[config.mk]
export PLATFORM = sky130hd
export DESIGN_NAME = sram_uart_bus_ctrl_flat
export DESIGN_NICKNAME = d
export VERILOG_FILES = /design/src/rtl/sram_uart_bus_ctrl_if.sv /design/src/rtl/sram_uart_bus_ctrl.sv /design/src/flat_wrapper.sv
export SDC_FILE = /design/constraint.sdc
export NUM_CORES = 1
export LEC_CHECK = 0
export CORE_MARGIN = 1.5
export CORE_UTILIZATION = 55
export DETAILED_ROUTE_END_ITERATION = 8
export DONT_BUFFER_PORTS = 1
export PLACE_DENSITY = 0.71
export SLEW_MARGIN = 15
export SYNTH_ARGS = -nofsm -noshare
export SYNTH_HDL_FRONTEND = slang
export SYNTH_SLANG_ARGS = --single-unit
[constraint.sdc]
create_clock -name clk -period 2.2 [get_ports clk]
set_clock_uncertainty 0.2 [all_clocks]
set_input_delay 0.66 -clock clk [delete_from_list [all_inputs] [get_ports clk]]
set_output_delay 0.66 -clock clk [all_outputs]
set_load 0.02 [all_outputs]
[src/rtl/sram_uart_bus_ctrl_if.sv]
// Client-side request/response bundle for sram_uart_bus_ctrl.
// The master issues req with its command fields; the slave returns the ack pulse, rdata and busy.
interface sram_uart_bus_ctrl_if #(
    parameter int ADDR_W = 20
);
    logic              req;
    logic              wr;
    logic              uart_sel;
    logic [ADDR_W-1:0] addr;
    logic [1:0]        byte_off;
    logic [1:0]        size;
    logic              sext;
    logic [31:0]       wdata;
    logic              ack;
    logic [31:0]       rdata;
    logic              busy;

    modport master (
        output req, wr, uart_sel, addr, byte_off, size, sext, wdata,
        input  ack, rdata, busy
    );

    modport slave (
        input  req, wr, uart_sel, addr, byte_off, size, sext, wdata,
        output ack, rdata, busy
    );
endinterface

[src/rtl/sram_uart_bus_ctrl.sv]
// Single-access SRAM/UART bus sequencer with lane masking and load extension; SRAM read ack at T+WAIT_CYC+2, write ack at T+WAIT_CYC+3.
// No queueing: req is only taken in IDLE. Define UART_TSRE_WAIT_EN to hold UART write ack until the shifter empties.
module sram_uart_bus_ctrl #(
    parameter int ADDR_W   = 20,
    parameter int WAIT_CYC = 1
) (
    input  logic                 clk,
    input  logic                 rst,
    sram_uart_bus_ctrl_if.slave  cli,
    output logic                 sram_ce_n,
    output logic                 sram_oe_n,
    output logic                 sram_we_n,
    output logic [3:0]           sram_be_n,
    output logic [ADDR_W-1:0]    sram_addr,
    output logic [31:0]          bus_o,
    output logic                 bus_oe,
    input  logic [31:0]          bus_i,
    output logic                 uart_rdn,
    output logic                 uart_wrn,
    input  logic                 uart_dataready,
    input  logic                 uart_tbre,
    input  logic                 uart_tsre
);

    localparam logic [3:0] IDLE    = 4'd0;
    localparam logic [3:0] SR_RD   = 4'd1;
    localparam logic [3:0] SR_WS   = 4'd2;
    localparam logic [3:0] SR_WL   = 4'd3;
    localparam logic [3:0] SR_WH   = 4'd4;
    localparam logic [3:0] U_RWAIT = 4'd5;
    localparam logic [3:0] U_RD    = 4'd6;
    localparam logic [3:0] U_WL    = 4'd7;
    localparam logic [3:0] U_TBRE  = 4'd8;
    localparam logic [3:0] U_TSRE  = 4'd9;
    localparam logic [3:0] DONE    = 4'd10;

    localparam logic [3:0] WAIT_LAST = WAIT_CYC[3:0];

    logic [3:0]        state;
    logic [3:0]        cnt;
    logic [ADDR_W-1:0] addr_q;
    logic [1:0]        off_q;
    logic [1:0]        size_q;
    logic              sext_q;
    logic [3:0]        be_q;
    logic [31:0]       wdat_q;
    logic [31:0]       rdata_q;

    function automatic logic [3:0] lane_mask(input logic [1:0] sz, input logic [1:0] off);
        case (sz)
            2'b00:   lane_mask = 4'b0001 << off;
            2'b01:   lane_mask = off[1] ? 4'b1100 : 4'b0011;
            default: lane_mask = 4'b1111;
        endcase
    endfunction

    function automatic logic [31:0] store_data(input logic [1:0] sz, input logic [31:0] d);
        case (sz)
            2'b00:   store_data = {4{d[7:0]}};
            2'b01:   store_data = {2{d[15:0]}};
            default: store_data = d;
        endcase
    endfunction

    // Selected field is shifted down first, then zero- or sign-extended from its top bit.
    function automatic logic [31:0] load_data(input logic [31:0] d, input logic [1:0] sz,
                                              input logic [1:0] off, input logic sx);
        logic [31:0] bsh;
        logic [31:0] hsh;
        bsh = d >> {off, 3'b000};
        hsh = d >> {off[1], 4'b0000};
        case (sz)
            2'b00:   load_data = {{24{sx & bsh[7]}}, bsh[7:0]};
            2'b01:   load_data = {{16{sx & hsh[15]}}, hsh[15:0]};
            default: load_data = d;
        endcase
    endfunction

    always_ff @(posedge clk) begin
        if (rst) begin
            state   <= IDLE;
            cnt     <= '0;
            addr_q  <= '0;
            off_q   <= '0;
            size_q  <= '0;
            sext_q  <= 1'b0;
            be_q    <= 4'hF;
            wdat_q  <= '0;
            rdata_q <= '0;
        end else begin
            case (state)
                IDLE: begin
                    if (cli.req) begin
                        addr_q <= cli.addr;
                        off_q  <= cli.byte_off;
                        size_q <= cli.size;
                        sext_q <= cli.sext;
                        be_q   <= ~lane_mask(cli.size, cli.byte_off);
                        cnt    <= '0;
                        wdat_q <= cli.uart_sel ? {24'b0, cli.wdata[7:0]}
                                               : store_data(cli.size, cli.wdata);
                        if (!cli.uart_sel) begin
                            state <= cli.wr ? SR_WS : SR_RD;
                        end else if (cli.wr) begin
                            state <= U_WL;
                        end else if (cli.addr[0]) begin
                            rdata_q <= {30'b0, uart_tsre & uart_tbre, uart_dataready};
                            state   <= DONE;
                        end else begin
                            state <= U_RWAIT;
                        end
                    end
                end
                SR_RD: begin
                    if (cnt == WAIT_LAST) begin
                        rdata_q <= load_data(bus_i, size_q, off_q, sext_q);
                        state   <= DONE;
                    end else begin
                        cnt <= cnt + 4'd1;
                    end
                end
                SR_WS: begin
                    cnt   <= '0;
                    state <= SR_WL;
                end
                SR_WL: begin
                    if (cnt == WAIT_LAST) state <= SR_WH;
                    else                  cnt   <= cnt + 4'd1;
                end
                SR_WH: state <= IDLE;
                U_RWAIT: begin
                    if (uart_dataready) begin
                        cnt   <= '0;
                        state <= U_RD;
                    end
                end
                U_RD: begin
                    if (cnt == WAIT_LAST) begin
                        rdata_q <= load_data({24'b0, bus_i[7:0]}, 2'b00, 2'b00, sext_q);
                        state   <= DONE;
                    end else begin
                        cnt <= cnt + 4'd1;
                    end
                end
                U_WL: begin
                    if (cnt == WAIT_LAST) state <= U_TBRE;
                    else                  cnt   <= cnt + 4'd1;
                end
                U_TBRE: begin
`ifdef UART_TSRE_WAIT_EN
                    if (uart_tbre) state <= U_TSRE;
`else
                    if (uart_tbre) state <= DONE;
`endif
                end
                U_TSRE: begin
`ifdef UART_TSRE_WAIT_EN
                    if (uart_tsre) state <= DONE;
`else
                    state <= DONE;
`endif
                end
                DONE:    state <= IDLE;
                default: state <= IDLE;
            endcase
        end
    end

    // The write hold cycle doubles as the write completion cycle, keeping data driven while ack is seen.
    always_comb begin
        sram_ce_n = !(state inside {SR_RD, SR_WS, SR_WL, SR_WH});
        sram_oe_n = (state != SR_RD);
        sram_we_n = (state != SR_WL);
        sram_be_n = sram_ce_n ? 4'hF : be_q;
        sram_addr = addr_q;
        bus_oe    = state inside {SR_WS, SR_WL, SR_WH, U_WL, U_TBRE, U_TSRE};
        bus_o     = bus_oe ? wdat_q : 32'h0;
        uart_rdn  = (state != U_RD);
        uart_wrn  = (state != U_WL);
        cli.ack   = (state == DONE) || (state == SR_WH);
        cli.busy  = (state != IDLE);
        cli.rdata = rdata_q;
    end

endmodule

[src/flat_wrapper.sv]
// flat-port wrapper written by rule: the top's interface ports become plain ports
module sram_uart_bus_ctrl_flat 
#(
    parameter int ADDR_W   = 20,
    parameter int WAIT_CYC = 1
)
  (clk, rst, sram_ce_n, sram_oe_n, sram_we_n, sram_be_n, sram_addr, bus_o, bus_oe, bus_i, uart_rdn, uart_wrn, uart_dataready, uart_tbre, uart_tsre, cli_req, cli_wr, cli_uart_sel, cli_addr, cli_byte_off, cli_size, cli_sext, cli_wdata, cli_ack, cli_rdata, cli_busy);
  sram_uart_bus_ctrl_if #(.ADDR_W(ADDR_W)) cli_i ();
  input  logic clk;
  input  logic rst;
  output logic sram_ce_n;
  output logic sram_oe_n;
  output logic sram_we_n;
  output logic [3:0] sram_be_n;
  output logic [ADDR_W-1:0] sram_addr;
  output logic [31:0] bus_o;
  output logic bus_oe;
  input  logic [31:0] bus_i;
  output logic uart_rdn;
  output logic uart_wrn;
  input  logic uart_dataready;
  input  logic uart_tbre;
  input  logic uart_tsre;
  input wire logic [$bits(cli_i.req)-1:0] cli_req;
  input wire logic [$bits(cli_i.wr)-1:0] cli_wr;
  input wire logic [$bits(cli_i.uart_sel)-1:0] cli_uart_sel;
  input wire logic [$bits(cli_i.addr)-1:0] cli_addr;
  input wire logic [$bits(cli_i.byte_off)-1:0] cli_byte_off;
  input wire logic [$bits(cli_i.size)-1:0] cli_size;
  input wire logic [$bits(cli_i.sext)-1:0] cli_sext;
  input wire logic [$bits(cli_i.wdata)-1:0] cli_wdata;
  output wire logic [$bits(cli_i.ack)-1:0] cli_ack;
  output wire logic [$bits(cli_i.rdata)-1:0] cli_rdata;
  output wire logic [$bits(cli_i.busy)-1:0] cli_busy;
  assign cli_i.req = cli_req;
  assign cli_i.wr = cli_wr;
  assign cli_i.uart_sel = cli_uart_sel;
  assign cli_i.addr = cli_addr;
  assign cli_i.byte_off = cli_byte_off;
  assign cli_i.size = cli_size;
  assign cli_i.sext = cli_sext;
  assign cli_i.wdata = cli_wdata;
  assign cli_ack = cli_i.ack;
  assign cli_rdata = cli_i.rdata;
  assign cli_busy = cli_i.busy;
  sram_uart_bus_ctrl #(.ADDR_W(ADDR_W), .WAIT_CYC(WAIT_CYC)) u_core (.clk(clk), .rst(rst), .cli(cli_i), .sram_ce_n(sram_ce_n), .sram_oe_n(sram_oe_n), .sram_we_n(sram_we_n), .sram_be_n(sram_be_n), .sram_addr(sram_addr), .bus_o(bus_o), .bus_oe(bus_oe), .bus_i(bus_i), .uart_rdn(uart_rdn), .uart_wrn(uart_wrn), .uart_dataready(uart_dataready), .uart_tbre(uart_tbre), .uart_tsre(uart_tsre));
endmodule
==> metrics, run 1 <==
worst path required time=1.34 ns; final wirelength=15600 um; vias in the first global route=4701; pin count of the biggest net entering global routing=83; WHS=0.158 ns; Inst Count DP=812; clk sinks=101; H-tree Lvls=3; maximum buffer depth of the clock tree=2; outcome=complete, but fails checks; setup ws final=-0.245 ns; I/O pins=193; Ys Warns=0; number of cells on the worst reg-to-reg path=12; R2R setup slack=-0.08 ns; WS Path Type=reg2out; DRT antenna net count=0; post-synthesis register bit count=101; failing checks=negative setup slack; TritonCTS buffer count=9; Std-Cell Rows=35; Fillers=792; Critical Path Fanout Max=8; leakage=0.00234 uW; chip width=102 um; clk slew on worst S/H paths=0.10 ns; CTS tree=yes; worst slew pin tran=0.483 ns; Tcrit/Tclk final=111%; routed vias/inst=6.02; Final Setup Violations=55; number of buffers added on ports=0; First-pass DRT Iterations=5; Max-cap violations=0; VDD IR max=0.671 mV; Max-slew headroom=67.7%; sequential share of the synthesized area=37.8%; via count=5131; EDFF count, synth=0; fmax=409 MHz; CP peak stage delay=0.36 ns; DP Wirelength=10600 um; min cycle time layout=2.45 ns; Synth Instances=712; CP max-delay cell=dfxtp_2; Syn Area/Cell=7.51 um2; Die H=102 um; CP endpoint kind=output port; RSZ-0062 raised after global routing=yes; reg-to-reg endpoint=u_core.cli.rdata[11]$_SDFFE_PP0P_; crit path DAT=1.59 ns; Total GRT Usage=27.8%; GP Congestion=0.904; Final Hold Vio Count=0; pwr dens=1190 nW/um2; hold crit path type=in2reg; Std-Cell Core Area=9330 um2; wire length per cell=18.3 um; clk root buf=clkbuf_8; Initial Util=57.3%; fraction of layout cells with a size suffix above 1=21.9%; Startpoint Class=flop; Setup crit start=u_core.state[2]$_SDFFE_PP0P_; asr flop ratio synth=0%; initial antenna violation count=0; synthesized cell area=5350 um2; Worst-Skew Late Latency=0.35 ns; # nets final=817; DR iter-0 viols=364; crit-path cells=inv_2 -> nor2_4 -> xnor2_2 -> o21ai_2 -> buf_6 -> clkbuf_16 -> and2_2; global-route wire length before repair=23000 um; Distinct cells, synth=59; # DRC=0; full die area=10300 um2; Mapped Nets=811; Setup crit end=bus_o[24]; worst hold start=rst; Reg-to-Reg Start=u_core.state[1]$_SDFFE_PP0P_; max-slew violations=0; # diodes=0; Top FF cell, synth=dfxtp_1; Final Non-Filler Cells=852; GRT overflow=0; area grow syn2layout=16.8%
[stage by stage]
| step | util [%] | setup slack, ns | power [uW] | instance area, um2 | TNS, ns |
|---|---|---|---|---|---|
| after global placement | 59.7 | 0.0522 | 5190 | 5570 | 0 |
| after global routing | 66.9 | -0.349 | 7810 | 6240 | -14.35 |
| final | 66.9 | -0.245 | 7400 | 6240 | -8.76 |
| after floorplan | - | 0.0234 | 4560 | 5400 | 0 |
| after CTS | 64.5 | -0.233 | 6900 | 6020 | -8.61 |
| after detailed placement | 59.7 | -0.00196 | 5270 | 5570 | -0.00196 |
[flip-flops by register name, summed over array words and instances, names as in the netlist]
| signal | cells |
|---|---|
| u_core.off_q | 2 |
| u_core.sram_addr | 20 |
| u_core.size_q | 2 |
| u_core.be_q | 4 |
| u_core.cnt | 4 |
| u_core.cli.rdata | 32 |
| u_core.wdat_q | 32 |
| u_core.sext_q | 1 |
| u_core.state | 4 |
[kinds of logic after synthesis]
group           count (synthesis)  synth area share [%]
simple gates                  333                  29.3
compound gates                185                  21.4
flops                         101                  37.8
fa+ha+maj                       2                 0.468
buf+inv                        69                  5.69
mux                            20                  4.98
xor+xnor                        2                 0.328
[area by class of cell]
cell class,count,area (um2),share of cell area (%)
multi-input combinational,543,3290,52.8
sequential,101,2030,32.5
timing repair buffer,51,512,8.19
tap,129,161,2.58
clock buffer,9,124,1.98
clock inverter,7,71.3,1.14
inverter,12,50.0,0.801
[timing repair]
action	in CTS	in global routing
gates cloned	0	3
endpoints found under the setup margin	44	73
pin swaps	17	13
setup buffers	14	8
gates resized for setup	44	49
hold buffers	0	0
[worst min-delay path by stage]
stage                                                   to  slack (ns)  cells after the start
after floorplan                u_core.be_q[1]$_SDFFE_PP1P_        0.23                      1
after global placement      u_core.wdat_q[29]$_SDFFE_PP0P_        0.23                      2
final                         u_core.state[0]$_SDFFE_PP0P_        0.16                      1
after CTS                 u_core.cli.rdata[2]$_SDFFE_PP0P_        0.13                      1
after detailed placement    u_core.wdat_q[26]$_SDFFE_PP0P_        0.23                      2
after global routing        u_core.wdat_q[30]$_SDFFE_PP0P_        0.14                      1
[critical path: cells and delay by family (launching register included)]
kind / cells / cell delay [ns]
flops: 1 / 0.36
simple gates: 2 / 0.32
buf+inv: 3 / 0.35
xor+xnor: 1 / 0.13
compound gates: 1 / 0.08
[layer usage]
metal	part of all wire (%)	vias up	GRT usage (%)
met1	42	2387	35.5
met4	1.3	0	8.44
met3	8.4	17	7.11
met2	49	261	46.2
li1	-	2466	-
met5	0	-	0
[power by group]
group	internal, uW	switching, uW	leakage [uW]
registers	2120	362	0.000823
logic	1620	2130	0.00143
clock network	442	719	0.0000922
total	4190	3210	0.00234
[Yosys cell counts, types with 4 or more instances]
cell type / number / share of area (%)
a211oi_1: 14 / 2.0
nand2b_1: 26 / 3.0
o21ai_0: 19 / 1.8
o22ai_1: 8 / 0.94
mux2i_1: 12 / 2.2
buf_2: 15 / 1.4
nand3b_1: 4 / 0.56
o211ai_1: 8 / 1.1
nand3_1: 20 / 1.9
mux4_2: 5 / 2.1
nand2_1: 154 / 11
nor2b_1: 10 / 1.2
nor2_1: 44 / 3.1
dfxtp_1: 101 / 38
a21oi_1: 90 / 8.4
clkbuf_1: 35 / 2.5
o21ai_1: 12 / 1.1
a211o_1: 6 / 0.98
and2_1: 33 / 3.9
nor3_1: 21 / 2.0
inv_1: 12 / 0.84
[cell usage in the layout (no fill, tap or decap), drive strengths merged, types with 18 or more instances in the layout]
| cell | Yosys | final |
|---|---|---|
| nand2 | 156 | 156 |
| dfxtp | 101 | 101 |
| a21oi | 90 | 90 |
| buf | 22 | 50 |
| nor2 | 44 | 44 |
| and2 | 33 | 33 |
| o21ai | 31 | 31 |
| nand2b | 26 | 26 |
| nor3 | 23 | 23 |
| nand3 | 20 | 20 |
| a211oi | 18 | 18 |
(Power assumes the default switching activity.)
==> run 2, diff against run 1 <==
- PLACE_DENSITY: 0.71 -> unset
- PLACE_DENSITY_LB_ADDON: unset -> 0.12
==> run 2 against run 1 <==
The flow still finishes with violations (negative setup slack). Non-clock buffer count fell by 5. Global-route usage rose by 0.62 points. Clock power rose by 9%. Sequential share of layout area rose by 0.12 points. Setup slack got worse by 0.014 ns. Total power fell by 1.6%. Count of clock-buffer cells in the layout rose by 1. Die area did not move. Highest routed layer unchanged.
==> metrics, run 2 (synthesized netlist as in run 1, its figures left out) <==
Startpoint Class=flop (unchanged); Total Power=7280 uW (was 7400 uW); via count=5150 (was 5131); pwr dens=1170 nW/um2 (was 1190 nW/um2); GRT overflow=0 (unchanged); CP top delay family=flip-flops (unchanged); failing checks=negative setup slack (unchanged); full die area=10300 um2 (unchanged); leakage=0.00233 uW (was 0.00234 uW); WHS=0.165 ns (was 0.158 ns); # diodes=0 (unchanged); Post-DP Area=5590 um2 (was 5570 um2); outcome=complete, but fails checks (unchanged); # DRC=0 (unchanged); GP Congestion=0.923 (was 0.904); wire length per cell=18.1 um (was 18.3 um); TritonCTS buffer count=9 (unchanged); pin count of the biggest net entering global routing=83 (unchanged); GRT busiest layer=met2 (unchanged); Final Hold Vio Count=0 (unchanged); number of buffers added on ports=0 (unchanged); most frequent cells in the layout=nand2_1, dfxtp_1, a21oi_1, nor2_1, and2_4 (was nand2_1, dfxtp_1, a21oi_1, nor2_1, buf_4); setup ws final=-0.259 ns (was -0.245 ns); hold crit path type=in2reg (unchanged); vias in the first global route=4784 (was 4701); First-pass DRT Iterations=5 (unchanged); hold buffer count at cts=0 (unchanged); DR iter-0 viols=337 (was 364); WS Path Type=reg2out (unchanged); routed vias/inst=6.08 (was 6.02); Die H=102 um (unchanged); CTS tree=yes (unchanged); VDD IR max=0.650 mV (was 0.671 mV); crit path DAT=1.60 ns (was 1.59 ns); maximum buffer depth of the clock tree=2 (unchanged); worst path buffer plus inverter count=3 (unchanged); # nets final=812 (was 817); Tcrit/Tclk final=112% (was 111%); CP endpoint kind=output port (unchanged); worst path required time=1.34 ns (about the same); Final Setup Violations=49 (was 55); CP peak stage delay=0.36 ns (about the same); most common cell after layout, fill and taps aside=nand2_1 (unchanged); met2 Usage GRT=45.8% (was 46.2%); post-route cell area=6210 um2 (was 6240 um2); Max-slew headroom=67.4% (was 67.7%); chip width=102 um (unchanged); crit-path cells=inv_2 -> nor2_2 -> xnor2_1 -> o21ai_2 -> buf_6 -> buf_16 -> and2_4 (was inv_2 -> nor2_4 -> xnor2_2 -> o21ai_2 -> buf_6 -> clkbuf_16 -> and2_2); CP max-delay cell=dfxtp_2 (unchanged); Worst-Skew Late Latency=0.36 ns (was 0.35 ns); clk sinks=101 (unchanged); met1 Usage GRT=35.9% (was 35.5%); RSZ-0062 raised after global routing=yes (unchanged); final wirelength=15300 um (was 15600 um); area grow syn2layout=16.2% (was 16.8%); M3 GR Usage=8.76% (was 7.11%); fmax=407 MHz (was 409 MHz); Std-Cell Rows=35 (unchanged); fraction of layout cells with a size suffix above 1=21.0% (was 21.9%); clk slew on worst S/H paths=0.09 ns (was 0.10 ns); clk root buf=clkbuf_8 (unchanged); Total GRT Usage=28.4% (was 27.8%); worst slew pin tran=0.488 ns (was 0.483 ns); initial antenna violation count=0 (unchanged); Max-cap violations=0 (unchanged); H-tree Lvls=3 (unchanged); global-route wire length before repair=23300 um (was 23000 um); Critical Path Fanout Max=16 (was 8); min cycle time layout=2.46 ns (was 2.45 ns); Std-Cell Core Area=9330 um2 (unchanged); DRT antenna net count=0 (unchanged); max-slew violations=0 (unchanged); I/O pins=193 (unchanged); post-layout util=66.6% (was 66.9%); DP Wirelength=10500 um (was 10600 um); Initial Util=57.3% (unchanged)
-- run 2: changes by cell type in the layout (fill, tap and decap cells not counted), moves of 4 or more --
cell,change
and2_2,-14
and2_4,+14
buf_12,+4
buf_4,-4
buf_6,-5
nand2_1,-5
nand2_2,+6
-- run 2: stage by stage --
stage / TNS (ns) / cells / worst slack [ns]
finish: -9.41 / 847 / -0.259
global placement: 0 / 813 / 0.0449
detailed placement: 0 / 813 / 0.00524
CTS: -8.91 / 833 / -0.251
floorplan: 0 / 712 / 0.0234
global route: -12.70 / 847 / -0.318
-- run 2: area by class of cell --
cell class                      count  area [um2]
Multi-Input combinational cell    543        3240
Inverter                           12        45.0
Tap cell                          129         161
Fill cell                         801        3110
Clock buffer                       10         138
Timing Repair Buffer               46         528
Sequential cell                   101        2030
Clock inverter                      6        76.3
-- run 2: where the power goes --
group | switching (uW) | internal [uW] | leakage [uW]
sequential | 344 | 2120 | 0.000823
clock | 695 | 578 | 0.000103
combinational | 2010 | 1530 | 0.00141
-- run 2: final timing paths --
check                                 startpoint                                to  slack (ns)  depth (start not counted)
hold / removal                               rst    u_core.wdat_q[29]$_SDFFE_PP0P_        0.16                          1
hold reg to reg   u_core.wdat_q[28]$_SDFFE_PP0P_    u_core.wdat_q[28]$_SDFFE_PP0P_        0.25                          2
setup reg to reg    u_core.state[1]$_SDFFE_PP0P_  u_core.cli.rdata[9]$_SDFFE_PP0P_       -0.02                         10
setup / recovery    u_core.state[2]$_SDFFE_PP0P_                         bus_o[11]       -0.26                          7
-- run 2: repair_timing --
| item | 4_1_cts | 5_1_grt |
|---|---|---|
| endpoints found under the setup margin | 43 | 47 |
| setup buffers | 3 | 11 |
| pin swaps | 18 | 16 |
| gates cloned | 1 | 3 |
| resized for setup | 53 | 35 |
-- run 2: layer usage --
| metal | part of all wire, % | up-vias | wire, um |
|---|---|---|---|
| li1 | - | 2449 | - |
| met4 | 2.8 | 0 | 428 |
| met5 | 0 | - | 0 |
| met1 | 41 | 2423 | 6240 |
| met3 | 9.1 | 41 | 1390 |
| met2 | 47 | 237 | 7240 |
==> run 3, diff against run 2 <==
- ABC_CLOCK_PERIOD_IN_PS: unset -> 2200
==> results of run 3 <==
No change in the layout: final DEF, timing and power equal those of run 2.
